$ cat src/rtl/vga_pkg.sv
// ------------------------------------------------------------------
// vga_pkg: shared timing types, 640x480@60 defaults, config checks
// Rev 1.0
// ------------------------------------------------------------------
`default_nettype none

package vga_pkg;

  localparam int VGA_CNT_W = 12;

  localparam int DEF_H_DISPLAY = 640;
  localparam int DEF_H_FP      = 16;
  localparam int DEF_H_SYNC    = 96;
  localparam int DEF_H_BP      = 48;
  localparam int DEF_V_DISPLAY = 480;
  localparam int DEF_V_FP      = 10;
  localparam int DEF_V_SYNC    = 2;
  localparam int DEF_V_BP      = 33;

  localparam logic [VGA_CNT_W-1:0] CNT_ONE = {{(VGA_CNT_W-1){1'b0}}, 1'b1};
  localparam logic [VGA_CNT_W:0]   TOT_ONE = {{VGA_CNT_W{1'b0}}, 1'b1};
  localparam logic [VGA_CNT_W+1:0] TOT_MAX = {2'b01, {VGA_CNT_W{1'b0}}};

  typedef struct packed {
    logic [VGA_CNT_W-1:0] display;
    logic [VGA_CNT_W-1:0] fp;
    logic [VGA_CNT_W-1:0] sync;
    logic [VGA_CNT_W-1:0] bp;
  } timing_t;

  function automatic logic [VGA_CNT_W:0] timing_total(input timing_t t);
    return {1'b0, t.display} + {1'b0, t.fp} + {1'b0, t.sync} + {1'b0, t.bp};
  endfunction

  // Summed two bits wider so that oversized fields cannot wrap into a legal total.
  function automatic logic timing_valid(input timing_t t);
    logic [VGA_CNT_W+1:0] sum;
    sum = {2'b00, t.display} + {2'b00, t.fp} + {2'b00, t.sync} + {2'b00, t.bp};
    return (t.display != '0) && (t.fp != '0) && (t.sync != '0) && (t.bp != '0)
           && (sum <= TOT_MAX);
  endfunction

endpackage

`default_nettype wire

$ cat src/rtl/vga_axis_counter.sv
// ------------------------------------------------------------------
// vga_axis_counter: one raster axis - position counter, wrap, active/sync decode
// Rev 1.0
// ------------------------------------------------------------------
`default_nettype none

module vga_axis_counter
  import vga_pkg::*;
(
  input  logic                 clk,
  input  logic                 rst,
  input  logic                 clr_i,
  input  logic                 adv_i,
  input  timing_t              cfg_i,
  output logic [VGA_CNT_W-1:0] count_o,
  output logic                 wrap_o,
  output logic                 active_o,
  output logic                 sync_o
);

  logic [VGA_CNT_W-1:0] count_q, count_d;
  logic [VGA_CNT_W:0]   tot, cnt_x, sync_lo, sync_hi;

  always_comb begin
    tot      = timing_total(cfg_i);
    cnt_x    = {1'b0, count_q};
    sync_lo  = {1'b0, cfg_i.display} + {1'b0, cfg_i.fp};
    sync_hi  = sync_lo + {1'b0, cfg_i.sync};
    wrap_o   = ((cnt_x + TOT_ONE) == tot);
    active_o = (count_q < cfg_i.display);
    sync_o   = (cnt_x >= sync_lo) && (cnt_x < sync_hi);
  end

  always_comb begin
    count_d = count_q;
    if (clr_i) begin
      count_d = '0;
    end else if (adv_i) begin
      count_d = wrap_o ? '0 : count_q + CNT_ONE;
    end
  end

  always_ff @(posedge clk or posedge rst) begin
    if (rst) begin
      count_q <= '0;
    end else begin
      count_q <= count_d;
    end
  end

  assign count_o = count_q;

endmodule

`default_nettype wire

$ cat src/rtl/vga_timing_gen.sv
// ------------------------------------------------------------------
// vga_timing_gen: runtime-reconfigurable VGA/DVI raster timing generator
// Rev 1.0
// ------------------------------------------------------------------
`default_nettype none

module vga_timing_gen
  import vga_pkg::*;
#(
  parameter int CNT_W     = VGA_CNT_W,  // must equal vga_pkg::VGA_CNT_W
  parameter int H_DISPLAY = DEF_H_DISPLAY,
  parameter int H_FP      = DEF_H_FP,
  parameter int H_SYNC    = DEF_H_SYNC,
  parameter int H_BP      = DEF_H_BP,
  parameter int V_DISPLAY = DEF_V_DISPLAY,
  parameter int V_FP      = DEF_V_FP,
  parameter int V_SYNC    = DEF_V_SYNC,
  parameter int V_BP      = DEF_V_BP,
  parameter bit HS_POL    = 1'b0,
  parameter bit VS_POL    = 1'b0
) (
  input  logic               clk,
  input  logic               rst,
  input  logic               pix_ce,
  input  logic               en,
  input  logic [4*CNT_W-1:0] cfg_h,
  input  logic [4*CNT_W-1:0] cfg_v,
  input  logic               cfg_load,
  output logic               cfg_pending,
  output logic               cfg_err,
  output logic [CNT_W-1:0]   h_count,
  output logic [CNT_W-1:0]   v_count,
  output logic               h_sync,
  output logic               v_sync,
  output logic               de,
  output logic               line_start,
  output logic               frame_start
);

  localparam timing_t RST_H = '{display: VGA_CNT_W'(H_DISPLAY), fp: VGA_CNT_W'(H_FP),
                                sync: VGA_CNT_W'(H_SYNC), bp: VGA_CNT_W'(H_BP)};
  localparam timing_t RST_V = '{display: VGA_CNT_W'(V_DISPLAY), fp: VGA_CNT_W'(V_FP),
                                sync: VGA_CNT_W'(V_SYNC), bp: VGA_CNT_W'(V_BP)};

  timing_t act_h_q, act_h_d, act_v_q, act_v_d;
  timing_t shd_h_q, shd_h_d, shd_v_q, shd_v_d;
  logic    pend_q, pend_d, err_q, err_d;
  timing_t new_h, new_v;
  logic    load_ok, adv, frame_wrap;

  logic [CNT_W-1:0] h_cnt, v_cnt;
  logic h_wrap, v_wrap, h_act, v_act, h_sact, v_sact;

  logic de_q, de_d, hs_q, hs_d, vs_q, vs_d, ls_q, ls_d, fs_q, fs_d;

  assign new_h      = cfg_h;
  assign new_v      = cfg_v;
  assign load_ok    = cfg_load && timing_valid(new_h) && timing_valid(new_v);
  assign adv        = en && pix_ce;
  assign frame_wrap = adv && h_wrap && v_wrap;

  vga_axis_counter u_h (
    .clk      (clk),
    .rst      (rst),
    .clr_i    (!en),
    .adv_i    (adv),
    .cfg_i    (act_h_q),
    .count_o  (h_cnt),
    .wrap_o   (h_wrap),
    .active_o (h_act),
    .sync_o   (h_sact)
  );

  vga_axis_counter u_v (
    .clk      (clk),
    .rst      (rst),
    .clr_i    (!en),
    .adv_i    (adv && h_wrap),
    .cfg_i    (act_v_q),
    .count_o  (v_cnt),
    .wrap_o   (v_wrap),
    .active_o (v_act),
    .sync_o   (v_sact)
  );

  // A stopped raster sits at (0,0), so it counts as a frame boundary for pending config.
  always_comb begin
    act_h_d = act_h_q;
    act_v_d = act_v_q;
    shd_h_d = shd_h_q;
    shd_v_d = shd_v_q;
    pend_d  = pend_q;
    err_d   = err_q;
    if (pend_q && (!en || frame_wrap)) begin
      act_h_d = shd_h_q;
      act_v_d = shd_v_q;
      pend_d  = 1'b0;
    end
    if (cfg_load) begin
      err_d = !load_ok;
      if (load_ok) begin
        if (en) begin
          shd_h_d = new_h;
          shd_v_d = new_v;
          pend_d  = 1'b1;
        end else begin
          act_h_d = new_h;
          act_v_d = new_v;
        end
      end
    end
  end

  always_comb begin
    de_d = de_q;
    hs_d = hs_q;
    vs_d = vs_q;
    ls_d = 1'b0;
    fs_d = 1'b0;
    if (!en) begin
      de_d = 1'b0;
      hs_d = ~HS_POL;
      vs_d = ~VS_POL;
    end else if (pix_ce) begin
      de_d = h_act && v_act;
      hs_d = h_sact ^ ~HS_POL;
      vs_d = v_sact ^ ~VS_POL;
      ls_d = (h_cnt == '0);
      fs_d = (h_cnt == '0) && (v_cnt == '0);
    end
  end

  always_ff @(posedge clk or posedge rst) begin
    if (rst) begin
      act_h_q <= RST_H;
      act_v_q <= RST_V;
      shd_h_q <= RST_H;
      shd_v_q <= RST_V;
      pend_q  <= 1'b0;
      err_q   <= 1'b0;
      de_q    <= 1'b0;
      hs_q    <= ~HS_POL;
      vs_q    <= ~VS_POL;
      ls_q    <= 1'b0;
      fs_q    <= 1'b0;
    end else begin
      act_h_q <= act_h_d;
      act_v_q <= act_v_d;
      shd_h_q <= shd_h_d;
      shd_v_q <= shd_v_d;
      pend_q  <= pend_d;
      err_q   <= err_d;
      de_q    <= de_d;
      hs_q    <= hs_d;
      vs_q    <= vs_d;
      ls_q    <= ls_d;
      fs_q    <= fs_d;
    end
  end

  assign cfg_pending = pend_q;
  assign cfg_err     = err_q;
  assign h_count     = h_cnt;
  assign v_count     = v_cnt;
  assign de          = de_q;
  assign h_sync      = hs_q;
  assign v_sync      = vs_q;
  assign line_start  = ls_q;
  assign frame_start = fs_q;

endmodule

`default_nettype wire

$ cat config.mk
export PLATFORM = sky130hd
export DESIGN_NAME = vga_timing_gen
export DESIGN_NICKNAME = d
export VERILOG_FILES = /design/src/rtl/vga_pkg.sv /design/src/rtl/vga_axis_counter.sv /design/src/rtl/vga_timing_gen.sv
export SDC_FILE = /design/constraint.sdc
export NUM_CORES = 1
export LEC_CHECK = 0
export BUFFER_PORTS_ARGS = -buffer_cell sky130_fd_sc_hd__buf_2
export CAP_MARGIN = 20
export CELL_PAD_IN_SITES_DETAIL_PLACEMENT = 0
export CELL_PAD_IN_SITES_GLOBAL_PLACEMENT = 1
export CORE_MARGIN = 10
export CORE_UTILIZATION = 38
export DETAILED_ROUTE_END_ITERATION = 8
export PLACE_DENSITY_LB_ADDON = 0.1
export SLEW_MARGIN = 25
export SYNTH_ARGS = -nofsm -noshare
export SYNTH_HDL_FRONTEND = slang
export SYNTH_SLANG_ARGS = --single-unit
$ cat constraint.sdc
create_clock -name clk -period 7.24 [get_ports clk]
set_input_delay 0 -clock clk [delete_from_list [all_inputs] [get_ports clk]]
set_output_delay 0 -clock clk [all_outputs]
set_load 0.02 [all_outputs]
==> metrics.md, run 1 <==
| Metric | Value |
|---|---|
| Status | `finished clean` |
| Initial Utilization | `38.6%` |
| Share of cells above drive strength 1 | `17.2%` |
| Die width | `233 um` |
| Initial antenna violation count | `2` |
| Core box area | `44500 um^2` |
| DRT Pass-1 Iters | `5` |
| Mean post-synth cell area | `10.0 um^2` |
| Final min period | `6540 ps` |
| Yosys reg bits | `223` |
| CTS tree | `built` |
| Number of synthesized flops with an enable pin | `0` |
| H-tree Lvls | `1` |
| I/O pin cnt | `132` |
| Mapped Cells | `1716` |
| Via Count | `13500` |
| Crit Path Class | `reg -> reg` |
| Nets | `2260` |
| Residual DRC | `0` |
| Vias/cell | `5.28` |
| Pins Over Slew Limit | `0` |
| # setup viols final | `0` |
| Final WL | `53.0 mm` |
| Most frequent cells in the layout | `dfrtp_1, ha_1, a21oi_1` |
| TritonCTS buffer count | `27` |
| RSZ-0062 raised after global routing | `false` |
| Syn-to-layout area delta | `18.3%` |
| Clock Pin Slew Worst Setup and Hold Paths | `60 ps` |
| Hold/Removal Path Class | `in -> async` |
| Hpwl dp | `40.9 mm` |
| First-pass GRT wire length | `82.2 mm` |
| Fmax | `0.153 GHz` |
| Die Y | `233 um` |
| CTS max path bufs | `3` |
| Remaining antenna violation count | `0` |
| GRT Overall Usage | `19.5%` |
| I/O Buffers | `131` |
| Synth cell types | `75` |
| Final cycle utilization of the critical path | `90.4%` |
| Crit path required time | `7640 ps` |
| Syn_nets | `2041` |
| Vias in the first global route | `13600` |
| RR Endpoint | `act_h_q[30]$_DFF_PP0_` |
| Largest net degree at the start of global routing | `180` |
| R2R Setup Slk | `700 ps` |
| Final hold violations | `0` |
| Worst-case reg-to-reg path depth | `25` |
| Max cap viols | `0` |
| CTS sink cnt | `223` |
| Slew Limit Headroom | `32.7%` |
| Worst flop-to-flop path startpoint | `act_v_q[25]$_DFF_PP1_` |
| Critical path startpoint category | `register` |
| Worst slew pin tran | `1010 ps` |
| Layout Utilization | `45.7%` |
| Fillers | `4301` |
| Asr flop ratio synth | `100%` |
| CP Max Fanout | `42` |
| Clock root cell | `clkbuf_16` |
| Seq/Total Area, Yosys | `32.7%` |
| Clk_lat worst skew | `560 ps` |
| Crit. End Element | `register` |
| Row count | `77` |
| Commonest non-fill, non-tap cell in the layout | `dfrtp_1` |
| Top FF cell, synth | `dfrtp_1` |
| Overflow after GRT | `0` |
| Final Skew | `14.5 ps` |
| Initial DRC Count | `776` |
| Arrival @ worst endpoint | `6940 ps` |
| Synth warn | `0` |
| Die area | `54200 um^2` |
| Drt wl/cell | `20.8 um` |
| Synthesized area | `17200 um^2` |
| Routability cong. | `0.861` |
| Final TNS setup | `0 ps` |
-- cells in the mapped netlist, types with 7 or more instances --
master	instances	area share, %
a21oi_1	165	4.8
nor2_1	147	3.2
fa_1	54	6.3
nand4_1	9	0.33
inv_1	106	2.3
nand2_1	53	1.2
a41oi_1	9	0.46
nor4_1	31	1.1
nor3_1	20	0.58
xor2_1	27	1.4
a21o_1	48	2.1
a31oi_1	11	0.40
and2_1	12	0.44
o22ai_1	9	0.33
mux2_2	98	6.4
nand2b_1	20	0.73
o21a_1	25	1.1
nor2b_1	14	0.51
dfrtp_1	189	28
or2_2	7	0.25
buf_2	8	0.23
dfstp_2	34	5.2
o21ai_0	48	1.4
ha_1	170	12
a211oi_1	16	0.70
nand3_1	30	0.87
mux2i_1	102	5.9
o211ai_1	8	0.35
and4_1	7	0.36
xnor2_1	86	4.4
o21bai_1	11	0.48
clkbuf_1	36	0.79
-- area by class of cell --
type / instances / area (um^2) / area share [%]
diodes: 1 / 2.50 / 0.0123
clock buffers: 39 / 781 / 3.84
inverters: 106 / 405 / 1.99
repair buffers: 245 / 1790 / 8.79
multi-input cells: 1332 / 10900 / 53.4
clock inverters: 11 / 140 / 0.689
well taps: 592 / 741 / 3.64
flip-flops and latches: 223 / 5620 / 27.6
-- critical path, cell delays in order (launching register included) --
cell	delay [ps]
dfstp_2	560
ha_1	240
a21o_1	170
a21oi_1	230
o21bai_1	100
a21oi_1	230
o21bai_1	100
a21oi_1	230
xnor2_1	130
ha_1	370
nand3_1	100
a211oi_1	300
nor3_1	110
xnor2_1	200
ha_1	310
xnor2_1	190
a211oi_1	250
a21oi_1	70
nor3_1	340
mux2i_1	220
mux2i_1	110
and3b_1	210
a41oi_4	840
buf_12	380
mux2i_1	250
a21oi_1	90
-- state kept, by name, indices dropped and copies added, names as in the netlist, 12 cells and up --
register     count
act_h_q         48
act_v_q         48
shd_h_q         48
shd_v_q         48
u_h.count_o     12
u_v.count_o     12
-- repair_timing --
action                     in CTS  in global routing
resized for setup               0                  0
hold endpoints to repair      289                  0
setup endpoints to repair       0                  0
hold buffers                  101                  0
buffers inserted                0                  0
-- worst max-delay path by stage --
stage	depth (start not counted)	slack, ps	start	endpoint
3_5_place_dp	25	690	act_v_q[25]$_DFF_PP1_	act_h_q[30]$_DFF_PP0_
6_report	25	700	act_v_q[25]$_DFF_PP1_	act_h_q[30]$_DFF_PP0_
2_1_floorplan	1	1190	rst	act_h_q[0]$_DFF_PP0_
5_1_grt	25	20	act_v_q[25]$_DFF_PP1_	act_h_q[26]$_DFF_PP0_
4_1_cts	25	640	act_v_q[25]$_DFF_PP1_	act_h_q[30]$_DFF_PP0_
3_3_place_gp	25	820	act_v_q[25]$_DFF_PP1_	act_h_q[20]$_DFF_PP0_
-- cells by family (layout without fill, tap and decap cells) --
group                      Yosys count  after routing  synth area share, %
xor gates and xnor gates           114            114                 5.89
muxes                              200            200                 12.4
adders and majority gates          224            224                 18.7
DFF                                223            223                 32.7
AOI/OAI and AO/OA                  407            407                 15.0
and+or+nand+nor                    387            387                 11.2
buffers and inverters              161            401                 4.17
other                                0              1                    0
-- layer usage --
metal  track usage (%)  up-vias  share of wire [%]
met3              3.21       51                4.5
met5                 0        -                  0
li1                  -     6634                  -
met4              4.06        0                1.7
met2              29.5      264                 43
met1              28.6     6520                 51
-- metrics by stage --
stage / area [um^2] / setup WS, ps / cells / hold slack [ps]
after global routing: 20300 / 24.9 / 2549 / 178
after CTS: 20300 / 637 / 2548 / 131
after floorplan: 17200 / 1190 / 1716 / 130
after detailed placement: 18400 / 692 / 2397 / 179
final: 20300 / 697 / 2549 / 104
after global placement: 18400 / 819 / 2397 / 179
Power of run 1 is left out: the tool's default activity adds up to more than one toggle a clock period on the data nets, which glitch-free logic cannot reach.
==> inputs of run 2 (changes only) <==
--- a/config.mk
+++ b/config.mk
@@ -12,7 +12,7 @@
 export CORE_MARGIN = 10
 export CORE_UTILIZATION = 38
 export DETAILED_ROUTE_END_ITERATION = 8
-export PLACE_DENSITY_LB_ADDON = 0.1
+export PLACE_DENSITY = 0.66
 export SLEW_MARGIN = 25
 export SYNTH_ARGS = -nofsm -noshare
 export SYNTH_HDL_FRONTEND = slang
==> run 2 against run 1 <==
Sequential share of layout area hardly changed. Routed wire length is 3.6% lower. Cell area hardly changed. Clock skew is 5.0 ps lower. Fmax is 4.3% higher. Non-clock buffer count is 7 lower. Utilization hardly changed. Via count is 0.90% higher. Cell count is 0.20% lower. Hold slack worse by 43 ps. First-iteration DRC count is 5.3% higher. Critical endpoint is now u_v.count_o[0]$_DFFE_PP0P_. Highest routed layer unchanged.
==> metrics.md, run 2 (synthesis results as in run 1) <==
| Metric | Value |
|---|---|
| Die area | `54200 um^2 (unchanged)` |
| I/O Buffers | `131 (unchanged)` |
| Routability cong. | `0.872 (+1.2%)` |
| Final TNS setup | `0 ps (unchanged)` |
| Reg area | `5620 um^2 (unchanged)` |
| Footprint of the multi-input gates | `10900 um^2 (unchanged)` |
| Crit Path Class | `reg -> reg` |
| Clock root cell | `clkbuf_16` |
| Setup repair bufs after CTS | `0 (unchanged)` |
| Most frequent cells in the layout | `dfrtp_1, ha_1, a21oi_1` |
| Nets | `2253 (-0.31%)` |
| Initial Utilization | `38.6% (unchanged)` |
| Final WL | `51.1 mm (-3.6%)` |
| P_sw | `5.56 mW` |
| I/O pin cnt | `132 (unchanged)` |
| Crit. End Element | `register` |
| Clock power frac | `11.6%` |
| Crit path required time | `7730 ps (+90 ps)` |
| Fmax | `0.159 GHz (+4.3%)` |
| Drt wl/cell | `20.1 um (-3.4%)` |
| Worst slew pin tran | `906 ps (-100 ps)` |
| Seq pwr share | `18.1%` |
| Worst flop-to-flop path startpoint | `act_h_q[25]$_DFF_PP0_` |
| Cts hold-fix bufs | `101 (unchanged)` |
| Pins Over Slew Limit | `0 (unchanged)` |
| H-tree Lvls | `1 (unchanged)` |
| Final cycle utilization of the critical path | `86.7% (-3.7 points)` |
| # resized after CTS | `0 (unchanged)` |
| Clock Pin Slew Worst Setup and Hold Paths | `60 ps (about the same)` |
| Power density over the cells | `605 nW/um^2` |
| CTS max path bufs | `3 (unchanged)` |
| RSZ-0062 raised after global routing | `false` |
| Arrival @ worst endpoint | `6770 ps (-170 ps)` |
| Residual DRC | `0 (unchanged)` |
| CP Max Fanout | `10 (-76%)` |
| Hold/Removal Path Class | `in -> async` |
| # setup viols final | `0 (unchanged)` |
| CTS sink cnt | `223 (unchanged)` |
| P_int | `6.74 mW` |
| Vias in the first global route | `13700 (+1.3%)` |
| Final hold violations | `0 (unchanged)` |
| Initial DRC Count | `817 (+5.3%)` |
| DR WL met2 | `23.0 mm (+0.58%)` |
| Leak Pwr | `10.1 nW` |
| Vias/cell | `5.34 (+1.1%)` |
| Hpwl dp | `39.0 mm (-4.8%)` |
| Final std cells w/o fill | `2544 (-0.20%)` |
| Die width | `233 um (unchanged)` |
| Via Count | `13600 (+0.90%)` |
| DRT Pass-1 Iters | `7 (+2)` |
| Commonest non-fill, non-tap cell in the layout | `dfrtp_1` |
| Die Y | `233 um (unchanged)` |
| CTS tree | `built` |
| Slew Limit Headroom | `39.6% (+6.9 points)` |
| Largest net degree at the start of global routing | `186 (+3.3%)` |
| Power Total | `12.3 mW` |
| Layout Utilization | `45.7% (about the same)` |
| Final min period | `6280 ps (-267 ps)` |
| Max cap viols | `0 (unchanged)` |
| Crit path launch | `act_h_q[25]$_DFF_PP0_` |
| Core box area | `44500 um^2 (unchanged)` |
| TritonCTS buffer count | `27 (unchanged)` |
| Row count | `77 (unchanged)` |
| Remaining antenna violation count | `0 (unchanged)` |
| Final Skew | `9.59 ps (-4.95 ps)` |
| Peak supply drop | `0.285 mV` |
| First-pass GRT wire length | `80.4 mm (-2.1%)` |
| Comb pwr share | `70.3%` |
| Overflow after GRT | `0 (unchanged)` |
| GRT Overall Usage | `18.8% (-0.70 points)` |
| Initial antenna violation count | `3 (+1)` |
| Clk_lat worst skew | `560 ps (about the same)` |
| Switching Fraction | `45.2%` |
| Max Used Layer | `met4` |
| Placed Cells | `2390 (-0.29%)` |
| Syn-to-layout area delta | `18.3% (about the same)` |
| Critical path startpoint category | `register` |
| DR WL met3 | `2.12 mm (-11%)` |
| Status | `finished clean` |
| DRT met1 WL | `24.9 mm (-7.1%)` |
| Fillers | `4222 (-1.8%)` |
| Share of cells above drive strength 1 | `16.9% (-0.29 points)` |
-- run 2: cell count changes in the layout (fill, tap and decap cells not counted) --
cell,delta
buf_12,+2
buf_4,-9
clkbuf_1,-1
clkinv_2,-2
diode_2,+3
inv_6,+1
inv_8,+1
-- run 2: per-stage QoR --
step	area (um^2)	hold WS, ps	setup WS (ps)
6_report	20300	60.8	964
5_1_grt	20300	151	455
4_1_cts	20300	130	922
3_5_place_dp	18400	164	1000
3_3_place_gp	18400	164	1040
2_1_floorplan	17200	130	1190
-- run 2: path summary, 6_finish.rpt --
| kind | slack [ps] | cells past startpoint | to |
|---|---|---|---|
| max | 960 | 25 | u_v.count_o[0]$_DFFE_PP0P_ |
| min | 60 | 3 | shd_v_q[39]$_DFFE_PP0P_ |
| max reg2reg | 960 | 25 | u_v.count_o[0]$_DFFE_PP0P_ |
| min reg2reg | 500 | 1 | shd_v_q[45]$_DFFE_PP0P_ |
| max in group asynchronous | 5720 | 4 | act_h_q[13]$_DFF_PP0_ |
| min in group clk | 240 | 4 | cfg_err$_DFFE_PP0P_ |
-- run 2: worst max-delay path: stages (launching register included) --
cell	delay (ps)
dfrtp_1	450
inv_1	100
fa_1	610
inv_1	60
ha_1	260
a21o_1	180
a21oi_1	220
o21bai_1	90
a21oi_1	220
o21bai_1	80
a21oi_1	250
nor2b_1	70
o21ai_0	220
nor2b_1	260
xnor2_1	150
ha_1	310
and3_1	210
o211ai_1	130
a21oi_1	120
nand4b_1	200
xnor2_1	150
xnor2_1	510
and2_1	500
nand4_1	140
a21boi_0	170
dlygate4sd3_1	560
-- run 2: area by class of cell --
| class | instances | share of cell area, % |
|---|---|---|
| Multi-Input combinational cell | 1332 | 53.4 |
| Sequential cell | 223 | 27.7 |
| Timing Repair Buffer | 238 | 8.66 |
| Clock buffer | 38 | 3.82 |
| Tap cell | 592 | 3.64 |
| Inverter | 106 | 1.99 |
| Clock inverter | 11 | 0.738 |
| Antenna cell | 4 | 0.0492 |
-- run 2: power groups by stage --
stage	clock [mW]	sequential (mW)	combinational (mW)
finish	1.42	2.23	8.66
global route	1.50	2.28	9.79
CTS	1.46	2.22	8.69
detailed placement	0	2.24	8.58
global placement	0	2.22	8.45
floorplan	0	2.03	7.09
-- run 2: metal layers --
layer  vias up  track usage (%)
met4         0             5.05
met5         -                0
met2       288             29.5
li1       6613                -
met3        67             2.23
met1      6622             26.8
(Power assumes the default switching activity.)
